--- src/rtl/uart_cmd_pkg.sv ---
`default_nettype none
// ============================================================================
// Module   : uart_cmd_pkg
// Purpose  : Shared types and default parameters for the UART command assembler.
// Revision : 1.0 - initial release
// ============================================================================
package uart_cmd_pkg;

    typedef enum logic [1:0] {
        IDLE    = 2'd0,
        COLLECT = 2'd1,
        HOLD    = 2'd2
    } asm_state_t;

    localparam int DEF_NUM_BYTES      = 2;
    localparam int DEF_TIMEOUT_CYCLES = 500000;

endpackage
`default_nettype wire

--- src/rtl/uart_tmo_cnt.sv ---
`default_nettype none
// ============================================================================
// Module   : uart_tmo_cnt
// Purpose  : Clearable saturating idle counter; expired marks the last allowed cycle.
// Revision : 1.0 - initial release
// ============================================================================
module uart_tmo_cnt #(
    parameter int TIMEOUT_CYCLES = 500000
) (
    input  logic clk,
    input  logic rst,
    input  logic clr,
    input  logic en,
    output logic expired
);

    localparam int                c_w   = $clog2(TIMEOUT_CYCLES);
    localparam logic [c_w-1:0]    c_max = c_w'(TIMEOUT_CYCLES - 1);

    logic [c_w-1:0] r_cnt;

    always_ff @(posedge clk or posedge rst) begin
        if (rst) begin
            r_cnt <= '0;
        end else if (clr) begin
            r_cnt <= '0;
        end else if (en && !expired) begin
            r_cnt <= r_cnt + c_w'(1);
        end
    end

    assign expired = (r_cnt == c_max);

endmodule
`default_nettype wire

--- src/rtl/uart_cmd_assembler.sv ---
`default_nettype none
// ============================================================================
// Module   : uart_cmd_assembler
// Purpose  : Packs NUM_BYTES UART bytes (MSB first) into a command word with timeout abort.
// Revision : 1.0 - initial release
// ============================================================================
module uart_cmd_assembler
    import uart_cmd_pkg::*;
#(
    parameter int NUM_BYTES      = DEF_NUM_BYTES,
    parameter int TIMEOUT_CYCLES = DEF_TIMEOUT_CYCLES
) (
    input  logic                   clk,
    input  logic                   rst,
    input  logic [7:0]             rx_byte,
    input  logic                   rx_rdy,
    output logic                   clr_rx_rdy,
    input  logic                   clr_cmd_rdy,
    output logic [8*NUM_BYTES-1:0] cmd,
    output logic                   cmd_rdy,
    output logic                   frame_err
);

    localparam int                c_cnt_w = (NUM_BYTES > 1) ? $clog2(NUM_BYTES) : 1;
    localparam logic [c_cnt_w-1:0] c_last = c_cnt_w'(NUM_BYTES - 1);

    asm_state_t             r_state;
    logic [c_cnt_w-1:0]     r_byte_cnt;
    logic                   w_accept;
    logic                   w_expired;
    logic                   w_collect;
    logic [8*NUM_BYTES-1:0] w_cmd_next;

    assign w_collect = (r_state == COLLECT);

    // The receiver's ready is a flop, so the ack must be combinational to avoid a double consume.
    assign w_accept   = rx_rdy && !rst && (r_state == IDLE || w_collect);
    assign clr_rx_rdy = w_accept;

    generate
        if (NUM_BYTES == 1) begin : g_single
            assign w_cmd_next = rx_byte;
        end else begin : g_multi
            assign w_cmd_next = {cmd[8*NUM_BYTES-9:0], rx_byte};
        end
    endgenerate

    uart_tmo_cnt #(
        .TIMEOUT_CYCLES (TIMEOUT_CYCLES)
    ) u_tmo (
        .clk     (clk),
        .rst     (rst),
        .clr     (w_accept || !w_collect || w_expired),
        .en      (w_collect),
        .expired (w_expired)
    );

    always_ff @(posedge clk or posedge rst) begin
        if (rst) begin
            r_state    <= IDLE;
            r_byte_cnt <= '0;
            cmd        <= '0;
            cmd_rdy    <= 1'b0;
            frame_err  <= 1'b0;
        end else begin
            frame_err <= 1'b0;
            case (r_state)
                IDLE, COLLECT: begin
                    if (w_accept) begin
                        cmd <= w_cmd_next;
                        if (r_byte_cnt == c_last) begin
                            r_state    <= HOLD;
                            r_byte_cnt <= '0;
                            cmd_rdy    <= 1'b1;
                        end else begin
                            r_state    <= COLLECT;
                            r_byte_cnt <= r_byte_cnt + c_cnt_w'(1);
                        end
                    end else if (w_collect && w_expired) begin
                        // Partial content stays visible in cmd but is never flagged ready.
                        r_state    <= IDLE;
                        r_byte_cnt <= '0;
                        frame_err  <= 1'b1;
                    end
                end
                HOLD: begin
                    if (clr_cmd_rdy) begin
                        r_state <= IDLE;
                        cmd_rdy <= 1'b0;
                    end
                end
                default: begin
                    r_state    <= IDLE;
                    r_byte_cnt <= '0;
                    cmd_rdy    <= 1'b0;
                end
            endcase
        end
    end

endmodule
`default_nettype wire
--- config.mk ---
export PLATFORM = sky130hd
export DESIGN_NAME = uart_cmd_assembler
export DESIGN_NICKNAME = d
export VERILOG_FILES = /design/src/rtl/uart_cmd_pkg.sv /design/src/rtl/uart_tmo_cnt.sv /design/src/rtl/uart_cmd_assembler.sv
export SDC_FILE = /design/constraint.sdc
export NUM_CORES = 1
export LEC_CHECK = 0
export ABC_AREA = 1
export BUFFER_PORTS_ARGS = -buffer_cell sky130_fd_sc_hd__buf_2
export CAP_MARGIN = 10
export CORE_MARGIN = 3
export CORE_UTILIZATION = 40
export CTS_CLUSTER_SIZE = 14
export DETAILED_ROUTE_END_ITERATION = 10
export PLACE_DENSITY = 0.58
export SLEW_MARGIN = 20
export SYNTH_ARGS = -nofsm -noshare
export SYNTH_HDL_FRONTEND = slang
export SYNTH_SLANG_ARGS = --single-unit
--- constraint.sdc ---
create_clock -name clk -period 2.1 [get_ports clk]
set_input_delay 0.105 -clock clk [delete_from_list [all_inputs] [get_ports clk]]
set_output_delay 0.105 -clock clk [all_outputs]
set_load 0.1 [all_outputs]
## Word-level counts from Yosys, hierarchy flattened

Cells that the tools add are included.

- Bits in registers: 40
- Output and inout port bits: 19

- Add/subtract/negate cells: 2
- Equal/unequal tests: 7
- Bitwise gates (word level): 1
- Multiplexer cells: 18
- Reductions and logical operators: 17

Operators with widths:

| kind | count |
|---|---|
| $mux W19 | 2 |
| $add A19 B1 Y19 const B | 1 |
| $eq A19 B19 Y1 const B | 1 |
| $mux W1 | 9 |
| $mux W2 | 4 |
| $ne A2 B2 Y1 const B | 3 |
| $reduce_and A2 Y1 | 3 |
| $logic_and A1 B1 Y1 | 4 |
| $pmux W1 S2 | 2 |
| $pmux W2 S2 | 1 |
| $logic_not A1 Y1 | 3 |
| $logic_or A1 B1 Y1 | 3 |
| $ne A3 B3 Y1 const B | 1 |
| $reduce_and A3 Y1 | 1 |
| $eq A2 B1 Y1 const B | 1 |
| $eq A2 B2 Y1 const B | 1 |
| $logic_not A2 Y1 | 1 |
| $reduce_bool A2 Y1 | 1 |
| $reduce_or A2 Y1 | 1 |
| $add A1 B1 Y1 const B | 1 |
| $not A1 Y1 | 1 |

## Logic depth before layout (Yosys ltp)

Gate-level depths: netlist of the first run.

- Depth in word-level cells: 6
- Depth in mapped cells: 10
- Gate-level depth less buffers: 10

## Cells and area by module

A second synthesis of the first run with hierarchy kept.

- Cell total of the unflattened synthesis: 306
- Area, all modules: 2,247.2 um^2

By module, submodules not included:

| module | seq. area each (um^2) | area an instance (um^2) | cells an instance | instances |
|---|---|---|---|---|
| uart_tmo_cnt | 475.5 | 1,398.8 | 211 | 1 |
| uart_cmd_assembler | 525.5 | 848.3 | 95 | 1 |

## Worst setup path before layout of the first run

OpenSTA, ideal clock, no wires.

- Kind: in2reg
- Start point: input rst
- End point: register cmd[10]
- Stages: 6
- Required time: 2,032 ps
- Arrival: 2,144 ps
- Library setup time: 68 ps
- Buffers on the path: 1
- Path slack: -112 ps
- Cell sequence: inv_1 -> nand2_1 -> nor2_4 -> buf_2 -> nand2_1 -> nand2_1

- Word-level cells in the longest chain between the ends: 4

Ends and longest elaborated chain:

| item | RTL line | source |
|---|---|---|
| from (decl) | uart_cmd_assembler.sv:14 | `input logic rst,` |
| $logic_not A1 Y1 (no line) | - |  |
| $logic_and A1 B1 Y1 (2 in series) | uart_cmd_assembler.sv:37 | `assign w_accept = rx_rdy && !rst && (r_state == IDLE \|\| w_collect);` |
| named net clr_rx_rdy | uart_cmd_assembler.sv:17 | `output logic clr_rx_rdy,` |
| $reduce_and A2 Y1 (no line) | - |  |
| to (signal assigned) | uart_cmd_assembler.sv:70 | `cmd <= w_cmd_next;` |
| to (decl) | uart_cmd_assembler.sv:19 | `output logic [8*NUM_BYTES-1:0] cmd,` |

The timed path passes the listed nets, and every way through them passes these cells.
A chain may end at the register's enable or synchronous reset.

## Worst setup path in the final report of the first run

- Start point: input rst
- End point: output clr_rx_rdy

- Word-level cells in the longest chain between the ends: 3

Ends and longest elaborated chain:

| item | RTL line |
|---|---|
| $logic_not A1 Y1 (no line) | - |
| $logic_and A1 B1 Y1 (2 in series) | uart_cmd_assembler.sv:37 |
| to (decl) | uart_cmd_assembler.sv:17 |

Every way passes these cells.

==> results.json, run 1 <==
{
  "antenna_cells": 0,
  "p_clk_share_pct": 23.2,
  "wl_per_cell_um": 11.4,
  "synthFlopType": "dfrtp_1",
  "fin_ws_ns": 0.528,
  "cts_inserted_buffers": 5,
  "grtUsageTotal_pct": 15.7,
  "cts_max_level": 2,
  "fmaxAchievable_mhz": 636,
  "worstSetupStartpointType": "input port",
  "p_int_mw": 1.48,
  "whs_endpoint": "cmd[1]",
  "synthArstFlopShare_pct": 100,
  "portBuffers": 30,
  "arrival_ns": 1.47,
  "syn_nets": 252,
  "pwr-share-comb_pct": 42.3,
  "hp-class": "input port to register",
  "dpl.hpwl_mm": 2.67,
  "synth.largest_area_cell": "dfrtp_1",
  "antenna_found_initial": 0,
  "place_ws_ns": 0.572,
  "via_count": 1531,
  "clk_pin_slew_ns": 0.08,
  "initial_core_util_pct": 42.5,
  "period_share_pct": 74.9,
  "drt-pass1-iter-count": 5,
  "p_sw_mw": 1.42,
  "path_max_fanout": 19,
  "drive_gt1_share_pct": 18.8,
  "hold_depth": 3,
  "areaGrowthSynthToFinish_pct": 21.4,
  "finalNonFillerCells": 334,
  "cts.path.max_buffers": 2,
  "power_density_nw_per_um2": 1260,
  "grt_max_degree": 41,
  "synth_common_cells": "nand2_1 (77), nor2_1 (46), dfrtp_1 (40)",
  "critPathCaptureType": "primary output",
  "avgSynthCellArea_um2": 7.91,
  "drt_iter0_markers": 78,
  "timing.hold.ws_ns": 0.00737,
  "reg2reg_to": "u_tmo.r_cnt[11]",
  "postSynthCellCount": 239,
  "crit_type": "input port to primary output",
  "ys_types": 22,
  "rsz0062_at_grt": "false",
  "num_io_pins": 31,
  "cts_tree": "done",
  "routed_via_density": 4.58,
  "sw_frac_of_total_pct": 48.9,
  "maxCapViolCount": 0,
  "worstReg2RegStart": "u_tmo.r_cnt[0]",
  "clock_latency_ns": 0.30,
  "root_buffer": "clkbuf_8",
  "min_from": "rx_byte[1]",
  "die_w_um": 74.8,
  "setup_viol": 0,
  "routed_wl_mm": 3.82,
  "postPlaceCellArea_um2": 2110,
  "period_minus_slack_ns": 1.57,
  "worst_pin_slew_ns": 0.502,
  "synth_edf_count": 0,
  "required_ns": 2.00,
  "final_cell_area_um2": 2300,
  "yosysMostFrequentCell": "nand2_1",
  "rows": 24,
  "place_congestion": 0.894,
  "reg2reg_slack_ns": 0.56,
  "ys_seq_area_share_pct": 52.9,
  "grt_pass1_wl_mm": 6.60,
  "coreArea_um2": 4440,
  "fin_tns_setup_ns": 0,
  "p_leak_nw": 1.09,
  "grt_overflow": 0,
  "drtAntennaViolNets": 0,
  "ir_drop_uv": 814,
  "layout.nets": 294,
  "grt_pass1_vias": 1475,
  "synth_top_area_share_pct": 52.9,
  "cts.sinks": 40,
  "hold_viol": 0,
  "reg2regPathDepth": 8,
  "synth-warning-count": 0,
  "drv_slew": 0,
  "ys_ff_latch": 40,
  "power.total_mw": 2.89,
  "drc": 0,
  "utilization_pct": 51.7,
  "placed_cells": 320,
  "die_h_um": 74.8,
  "status": "finished clean",
  "p_seq_share_pct": 34.5,
  "clock_skew_ns": 0.00454,
  "slew_headroom_pct": 66.5,
  "syn_area_um2": 1890,
  "synthTopCellsByArea": "dfrtp_1 (53%), nand2_1 (15%), nor2_1 (9.1%), inv_1 (4.4%), o21ai_0 (2.6%)",
  "dieArea_um2": 5590
}
[worst max-delay path, cell delays in order]
cell	delay, ns
dlygate4sd3_1	0.54
buf_2	0.13
clkinvlp_4	0.06
nand2_1	0.08
nor2_4	0.09
buf_4	0.24
buf_12	0.21
[layout by cell type (no fill, tap or decap), drive strengths merged, types with 3 or more instances in the layout]
| master | count |
|---|---|
| clkbuf | 6 |
| nand3 | 8 |
| a21oi | 4 |
| nor2 | 49 |
| inv | 24 |
| nand2 | 82 |
| nor3 | 6 |
| dlygate4sd3 | 6 |
| xnor2 | 3 |
| o21ai | 10 |
| dfrtp | 40 |
| buf | 32 |
| xor2 | 5 |
[per-layer routing]
metal	up-vias	wire, µm	GRT usage [%]	part of all wire (%)
met1	676	1920	20.6	50
met5	-	0	0	0
met2	30	1680	24.7	44
met4	0	68	6.52	1.8
met3	7	151	4.41	3.9
li1	818	-	-	-
[cell families after synthesis]
family,count (synthesis),share of synthesized area (%)
simple gates,147,32.2
flops,40,52.9
compound gates,15,4.17
buf+inv,28,6.29
xor+xnor,8,3.71
fa+ha+maj,1,0.662
[how the worst max path moves through the flow]
stage / from / endpoint / cells past startpoint
final: rst / clr_rx_rdy / 7
after global routing: u_tmo.r_cnt[0] / u_tmo.r_cnt[10] / 8
after CTS: rst / clr_rx_rdy / 7
after detailed placement: u_tmo.r_cnt[0] / u_tmo.r_cnt[2] / 8
after global placement: u_tmo.r_cnt[0] / u_tmo.r_cnt[10] / 8
after floorplan: rst / cmd[10] / 6
[cell type report]
class,count,area [µm²]
repair buffers,38,240
multi-input cells,171,771
well taps,52,65.1
clock inverters,2,38.8
clock buffers,6,82.6
inverters,25,97.6
flip-flops and latches,40,1000
fillers,447,2150
[flip-flops by register name, summed over array words and instances, names as in the netlist]
register,count
cmd_rdy,1
frame_err,1
u_tmo.r_cnt,19
cmd,16
r_byte_cnt,1
r_state,2
[power groups by stage]
stage	Clock [mW]	Combinational (mW)	Sequential, mW
after floorplan	0	0.269	1.78
after global placement	0	1.22	1.01
after detailed placement	0	1.23	1.01
after CTS	0.687	1.24	1.00
after global routing	0.721	1.29	1.02
final	0.670	1.23	0.998
[timing repair]
action                    in CTS  in global routing
gates resized for setup        0                  0
hold endpoints to repair      45                  0
buffers inserted               0                  0
hold buffers                   6                  0
No activity file was read; power rests on OpenSTA's default activity.
==> inputs of run 2 (changes only) <==
==> constraint.sdc (replaced) <==
create_clock -name clk -period 1.45 [get_ports clk]
set_input_delay 0.0725 -clock clk [delete_from_list [all_inputs] [get_ports clk]]
set_output_delay 0.0725 -clock clk [all_outputs]
set_load 0.1 [all_outputs]
==> results.json, run 2 (synthesis results as in run 1) <==
{
  "status": "finished clean",
  "drt-pass1-iter-count": 4,
  "drv_slew": 0,
  "cts_max_level": 2,
  "period_minus_slack_ns": 1.37,
  "final_common_cell": "nand2_1",
  "cts.sinks": 40,
  "drt_iter0_markers": 83,
  "cts.path.max_buffers": 2,
  "grtUsageTotal_pct": 16.3,
  "slew_headroom_pct": 66.8,
  "antenna_cells": 0,
  "areaGrowthSynthToFinish_pct": 27.6,
  "grt_overflow": 0,
  "num_io_pins": 31,
  "die_h_um": 74.8,
  "grt_max_degree": 41,
  "grt_pass1_wl_mm": 7.02,
  "place_ws_ns": 0.0360,
  "rsz0062_at_grt": "false",
  "startpoint": "r_state[1]",
  "fmaxAchievable_mhz": 728,
  "routed_wl_mm": 3.90,
  "maxCapViolCount": 0,
  "worst_pin_slew_ns": 0.498,
  "antenna_found_initial": 0,
  "drtAntennaViolNets": 0,
  "rows": 24,
  "reg2regPathDepth": 10,
  "coreArea_um2": 4440,
  "power_density_nw_per_um2": 1740,
  "p_leak_nw": 1.12,
  "critPathCaptureType": "primary output",
  "fin_ws_ns": 0.0771,
  "cts_tree": "done",
  "hold_viol": 0,
  "placed_cells": 323,
  "drive_gt1_share_pct": 23.0,
  "dpl.hpwl_mm": 2.75,
  "clk_pin_slew_ns": 0.08,
  "grt_pass1_vias": 1569,
  "required_ns": 1.38,
  "portBuffers": 30,
  "place_congestion": 0.820,
  "worstSetupStartpointType": "register",
  "top_register": "u_tmo.r_cnt",
  "root_buffer": "clkbuf_8",
  "dieArea_um2": 5590,
  "clock_latency_ns": 0.29,
  "arrival_ns": 1.30,
  "path_max_fanout": 18,
  "fin_tns_setup_ns": 0,
  "cts_inserted_buffers": 5,
  "top_regs": "u_tmo.r_cnt (19), cmd (16), r_state (2)",
  "initial_core_util_pct": 42.5,
  "hold_depth": 4,
  "hp-class": "input port to register",
  "ir_drop_uv": 1310,
  "worstReg2RegStart": "u_tmo.r_cnt[1]",
  "routed_via_density": 4.55,
  "crit_type": "register to primary output",
  "drc": 0,
  "finalNonFillerCells": 343,
  "wl_per_cell_um": 11.4,
  "period_share_pct": 94.7,
  "layout.nets": 303,
  "min_from": "rx_rdy",
  "setup_viol": 0,
  "die_w_um": 74.8,
  "largest_reg_flops": 19,
  "via_count": 1560,
  "clock_skew_ns": 0.00466,
  "final_cell_mix": "nand2_1 (73), nor2_1 (43), dfrtp_1 (40)"
}
==> run 2: cell count changes in the layout (fill, tap and decap cells not counted), moves of 2 or more <==
cell | previous run | this run
buf_4 | 2 | 6
dlygate4sd3_1 | 6 | 10
nand2_1 | 77 | 73
nand2_2 | 4 | 8
nor2_1 | 46 | 43
nor2_2 | 2 | 4
==> run 2: path summary, 6_finish.rpt <==
kind	to	slack [ns]
worst max-delay path	clr_rx_rdy	0.08
worst min-delay path	frame_err	0.09
worst max register to register	r_byte_cnt	0.12
worst min register to register	cmd[8]	0.48
max in group asynchronous	cmd[1]	0.62
min in group asynchronous	u_tmo.r_cnt[3]	0.48
==> run 2: through the flow <==
step,power [mW],hold WS (ns),utilization (%),area [µm²]
3_5_place_dp,3.28,0.271,48.4,2150
2_1_floorplan,2.99,0.0594,-,1930
3_3_place_gp,3.26,0.271,48.4,2150
4_1_cts,4.20,0.0893,53.0,2360
6_report,4.20,0.0904,54.3,2410
5_1_grt,4.43,0.118,54.3,2410
==> run 2: what timing repair did <==
action                                 4_1_cts  5_1_grt
endpoints found under the hold margin       49        0
setup endpoints to repair                    0       20
resized for setup                            0        9
hold buffers                                10        0
setup buffers                                0        2
==> run 2: critical path: stages (launching register included) <==
cell	delay, ns
dfrtp_1	0.43
nor2_4	0.17
buf_6	0.21
buf_12	0.19
==> run 2: cell type report <==
type | count | area [µm²]
Tap cell | 52 | 65.1
Clock inverter | 2 | 35.0
Timing Repair Buffer | 47 | 322
Multi-Input combinational cell | 171 | 817
Fill cell | 421 | 2030
Inverter | 25 | 100
Sequential cell | 40 | 1000
Clock buffer | 6 | 72.6
==> run 2: power breakdown <==
| part | internal [mW] | switching, mW | total (mW) |
|---|---|---|---|
| logic | 0.321 | 1.55 | 1.87 |
| clock network | 0.511 | 0.376 | 0.887 |
| registers | 1.32 | 0.131 | 1.45 |
| total | 2.15 | 2.05 | 4.20 |
==> run 2: layer usage <==
metal	GRT usage, %	share of wire [%]
met3	3.74	3.7
met1	21.1	50
met5	0	0
met4	5.93	1.4
met2	27.0	45
